**src/rtl/pe_mac_sequencer.sv**
```systemverilog
// Sequences one PE16 multiply-accumulate element through a K-term FP16 dot
// product with bias, closing the accumulation loop through the PE's sum_out.
module pe_mac_sequencer #(
  parameter int unsigned LEN_W      = 10,
  parameter int unsigned DATA_WIDTH = 16
) (
  input  logic                  clk,
  input  logic                  rst,
  input  logic                  cmd_valid,
  output logic                  cmd_ready,
  input  logic [LEN_W-1:0]      cmd_len,
  input  logic [DATA_WIDTH-1:0] cmd_bias,
  input  logic                  in_valid,
  output logic                  in_ready,
  input  logic [DATA_WIDTH-1:0] in_a,
  input  logic [DATA_WIDTH-1:0] in_b,
  output logic                  res_valid,
  input  logic                  res_ready,
  output logic [DATA_WIDTH-1:0] res_data,
  output logic                  busy,
  output logic [DATA_WIDTH-1:0] pe_a,
  output logic [DATA_WIDTH-1:0] pe_b,
  output logic [DATA_WIDTH-1:0] pe_sum_in,
  input  logic [DATA_WIDTH-1:0] pe_sum_out
);

  typedef enum logic [1:0] {
    S_IDLE = 2'd0,
    S_RUN  = 2'd1,
    S_CAPT = 2'd2,
    S_DONE = 2'd3
  } state_t;

  state_t                  state_q, state_d;
  logic [LEN_W-1:0]        remaining_q, remaining_d;
  logic [DATA_WIDTH-1:0]   res_data_d;

  // State, counter, result and handshake flags; flags track the next state.
  always_ff @(posedge clk or posedge rst) begin
    if (rst) begin
      state_q     <= S_IDLE;
      remaining_q <= '0;
      res_data    <= '0;
      cmd_ready   <= 1'b1;
      in_ready    <= 1'b0;
      res_valid   <= 1'b0;
      busy        <= 1'b0;
    end else begin
      state_q     <= state_d;
      remaining_q <= remaining_d;
      res_data    <= res_data_d;
      cmd_ready   <= (state_d == S_IDLE);
      in_ready    <= (state_d == S_RUN);
      res_valid   <= (state_d == S_DONE);
      busy        <= (state_d != S_IDLE);
    end
  end

  // Next state and PE drive; zero operands make the PE hold sum_in.
  always_comb begin
    state_d     = state_q;
    remaining_d = remaining_q;
    res_data_d  = res_data;
    pe_a        = '0;
    pe_b        = '0;
    pe_sum_in   = '0;
    case (state_q)
      S_IDLE: begin
        if (cmd_valid && !rst) begin
          pe_sum_in   = cmd_bias;
          remaining_d = cmd_len;
          state_d     = (cmd_len != '0) ? S_RUN : S_CAPT;
        end
      end
      S_RUN: begin
        pe_sum_in = pe_sum_out;
        if (in_valid) begin
          pe_a = in_a;
          pe_b = in_b;
          if (remaining_q != '0) remaining_d = remaining_q - LEN_W'(1);
          if (remaining_q <= LEN_W'(1)) state_d = S_CAPT;
        end
      end
      S_CAPT: begin
        pe_sum_in  = pe_sum_out;
        res_data_d = pe_sum_out;
        state_d    = S_DONE;
      end
      S_DONE: begin
        pe_sum_in = pe_sum_out;
        if (res_ready) state_d = S_IDLE;
      end
      default: state_d = S_IDLE;
    endcase
  end

endmodule

```
**config.mk**
```make
export PLATFORM = sky130hd
export DESIGN_NAME = pe_mac_sequencer
export DESIGN_NICKNAME = d
export VERILOG_FILES = /design/src/rtl/pe_mac_sequencer.sv
export SDC_FILE = /design/constraint.sdc
export NUM_CORES = 1
export LEC_CHECK = 0
export ABC_AREA = 1
export CELL_PAD_IN_SITES_DETAIL_PLACEMENT = 1
export CELL_PAD_IN_SITES_GLOBAL_PLACEMENT = 1
export CORE_AREA = 5 5 100 102
export CTS_CLUSTER_DIAMETER = 50
export DETAILED_ROUTE_END_ITERATION = 16
export DIE_AREA = 0 0 105 107
export HOLD_SLACK_MARGIN = 0.05
export PLACE_DENSITY_LB_ADDON = 0.1
export SETUP_SLACK_MARGIN = 0.02
export SLEW_MARGIN = 20
export SYNTH_ARGS = -nofsm -noshare
export SYNTH_HDL_FRONTEND = slang
export SYNTH_SLANG_ARGS = --single-unit
```
**constraint.sdc**
```tcl
create_clock -name clk -period 5.4 [get_ports clk]
set_input_delay 0.81 -clock clk [delete_from_list [all_inputs] [get_ports clk]]
set_output_delay 0.81 -clock clk [all_outputs]
set_load 0.01 [all_outputs]
```
==> flow_summary.toml <==
[cts]
cts.htree.levels = 2
cts_tree = "yes"
root_buffer = "clkbuf_8"
clk_transition_reported_paths_ps = 70
postCtsResizedCells = 0
post_cts_buffers = 0
cts_sinks = 32
clk_latency_ps = 280
cts_hold_buf = 0
cts_inserted_buffers = 5
cts_buffer_depth = 2

[sta]
setup_tns_ps = 0
worst_pin_slew_ps = 904
slew_violations = 0
fmax_ghz = 0.292
slew_headroom_pct = 39.6
period_share_pct = 63.4
period_minus_slack_ps = 3430
rsz0062_at_grt = "no"
skew_ps = 6.36
setup_violations = 0
finalHoldViolations = 0

[layout]
drive_above_1_share_pct = 7.05
final_core_util_pct = 41.5
areaGrowthSynthToFinish_pct = 77.0
num-nets-final = 548
diodes = 0

[drt]
route.detailed.wl_per_inst_um = 14.5
dr_total_vias = 2534
drtAntennaViolNets = 0
detail_route.iter0.violations = 92
drt_pass1_iterations = 4
drc = 0
drt-total-wl_mm = 8.37
vias_per_cell = 4.38

[flow_run]
drv_cap = 0

[yosys]
ys_top_cells_by_area = "dfrtp_1 37%, nand2_1 21%, o21ai_0 9.9%, nor2_1 8.7%, inv_1 5.5%"
netlist_instances = 327
ys_types = 25
async_reset_ff_share_pct = 100
postSynthAreaPerCell_um2 = 6.46
yosys_most_used_dff = "dfrtp_1"
synth_most_common_cell = "nand2_1"
synth_nets = 408
yosysTopAreaCell = "dfrtp_1"
ys_ff_latch = 32
synth_commonest_cells = "119 x nand2_1, 49 x nor2_1, 42 x o21ai_0"
synth.yosys.seq_area_share_pct = 38.0
synth_area_um2 = 2110
ys.warnings.count = 0
synth_top_cell_area_share_pct = 36.7
synth-edff-count = 0

[placed_design]
routabilityCongestion = 0.780
io_buffers = 146
dp_hpwl_mm = 6.70

[worst_setup_path]
critPathMaxFanout = 18
cp.required_ps = 4590
r2r-end = "in_ready$_DFF_PP0_"
reg2regPathDepth = 8
r2r-start = "state_q[0]$_DFF_PP0_"
r2r_slack_ps = 3550
path_class = "in -> out"
start_kind = "input pin"
crit_end = "pe_sum_in[11]"
cp-startpoint = "rst"
crit_path_end_kind = "output port"
worstPathArrival_ps = 2620

[floorplanning]
dieArea_um2 = 11200
die_h_um = 107
core_um2 = 9020
die_x_um = 105
initial_core_util_pct = 23.4
row_count = 35
boundaryPins = 147

[global_routing]
grt_pass1_vias = 2618
grt_max_degree = 42
grt-ovfl-total = 0
antenna_found_initial = 0
grt_use_total_pct = 14.6
grt_pass1_wl_mm = 13.3

[power]
cellLeakagePower_nw = 1.68
pwr_density_cell_nw_per_um2 = 435
ir_drop_v = 0.000155

[outcome]
status = "complete, no violations"

[worst_hold_path]
hp-class = "reg -> reg"
routing by layer:
| metal | vias up | wire length [um] | GRT usage (%) |
|---|---|---|---|
| met1 | 1152 | 3680 | 18.2 |
| met2 | 94 | 4160 | 26.1 |
| li1 | 1284 | - | - |
| met3 | 4 | 487 | 2.83 |
| met5 | - | 0 | 0 |
| met4 | 0 | 41 | 2.74 |
report_power, final:
| group | leakage, nW | internal [mW] | switching (mW) | total, mW |
|---|---|---|---|---|
| logic | 1.25 | 0.475 | 0.527 | 1.00 |
| clock network | 0.0510 | 0.102 | 0.0893 | 0.191 |
| registers | 0.380 | 0.358 | 0.0756 | 0.433 |
how the worst min path moves through the flow:
stage                                from                         end  slack, ps  depth (start not counted)
6_report          res_data[2]$_DFFE_PP0N_     res_data[2]$_DFFE_PP0N_        480                          2
5_1_grt          res_data[11]$_DFFE_PP0N_    res_data[11]$_DFFE_PP0N_        500                          2
4_1_cts          res_data[14]$_DFFE_PP0N_    res_data[14]$_DFFE_PP0N_        490                          2
3_5_place_dp      res_data[2]$_DFFE_PP0N_     res_data[2]$_DFFE_PP0N_        470                          2
3_3_place_gp     res_data[10]$_DFFE_PP0N_    res_data[10]$_DFFE_PP0N_        470                          2
2_1_floorplan  remaining_q[9]$_DFFE_PP0P_  remaining_q[9]$_DFFE_PP0P_        460                          2
stage by stage:
stage | power [mW] | std cells | area, um^2 | hold WS (ps) | setup slack [ps]
floorplan | 0.967 | 327 | 2110 | 456 | 2210
global placement | 1.44 | 571 | 3650 | 466 | 1710
detailed placement | 1.46 | 571 | 3650 | 473 | 1650
CTS | 1.67 | 579 | 3750 | 491 | 1640
global route | 1.78 | 579 | 3740 | 504 | 1770
finish | 1.63 | 579 | 3740 | 484 | 1970
cell type report:
cell class | count | area [um^2]
fillers | 1152 | 5280
repair buffers | 148 | 1470
multi-input cells | 246 | 1110
flip-flops and latches | 32 | 802
well taps | 111 | 139
inverters | 34 | 130
clock buffers | 6 | 82.6
clock inverters | 2 | 10.0
cells in the final DEF (no fill, tap or decap), types with 3 or more instances in the layout:
cell type	n
nand3_1	8
a21oi_1	4
inv_1	31
dfrtp_1	31
nor2_1	49
o21ai_0	42
clkdlybuf4s50_1	145
o21ai_2	6
nor2_4	3
nand2_1	119
clkbuf_8	6
nor2_2	4
state kept, by name (all words and copies together) (netlist names):
register	flops
res_data	16
remaining_q	10
state_q	2
busy	1
cmd_ready	1
in_ready	1
res_valid	1
worst max-delay path, stage by stage:
cell and delay, ps:
clkdlybuf4s50_1 400, inv_1 90, nand2_1 140, nor2_4 400, nand2_1 90, o21ai_0 100, clkdlybuf4s50_1 570
cells by family after synthesis:
group / Yosys count / synth area share (%)
AO/OA/AOI/OAI: 52 / 13.4
AND/OR/NAND/NOR: 191 / 37.4
flip-flops: 32 / 38.0
XOR/XNOR: 1 / 0.415
buffers and inverters: 49 / 9.71
adder cells (fa/ha/maj): 2 / 1.18
(Power assumes the default switching activity.)
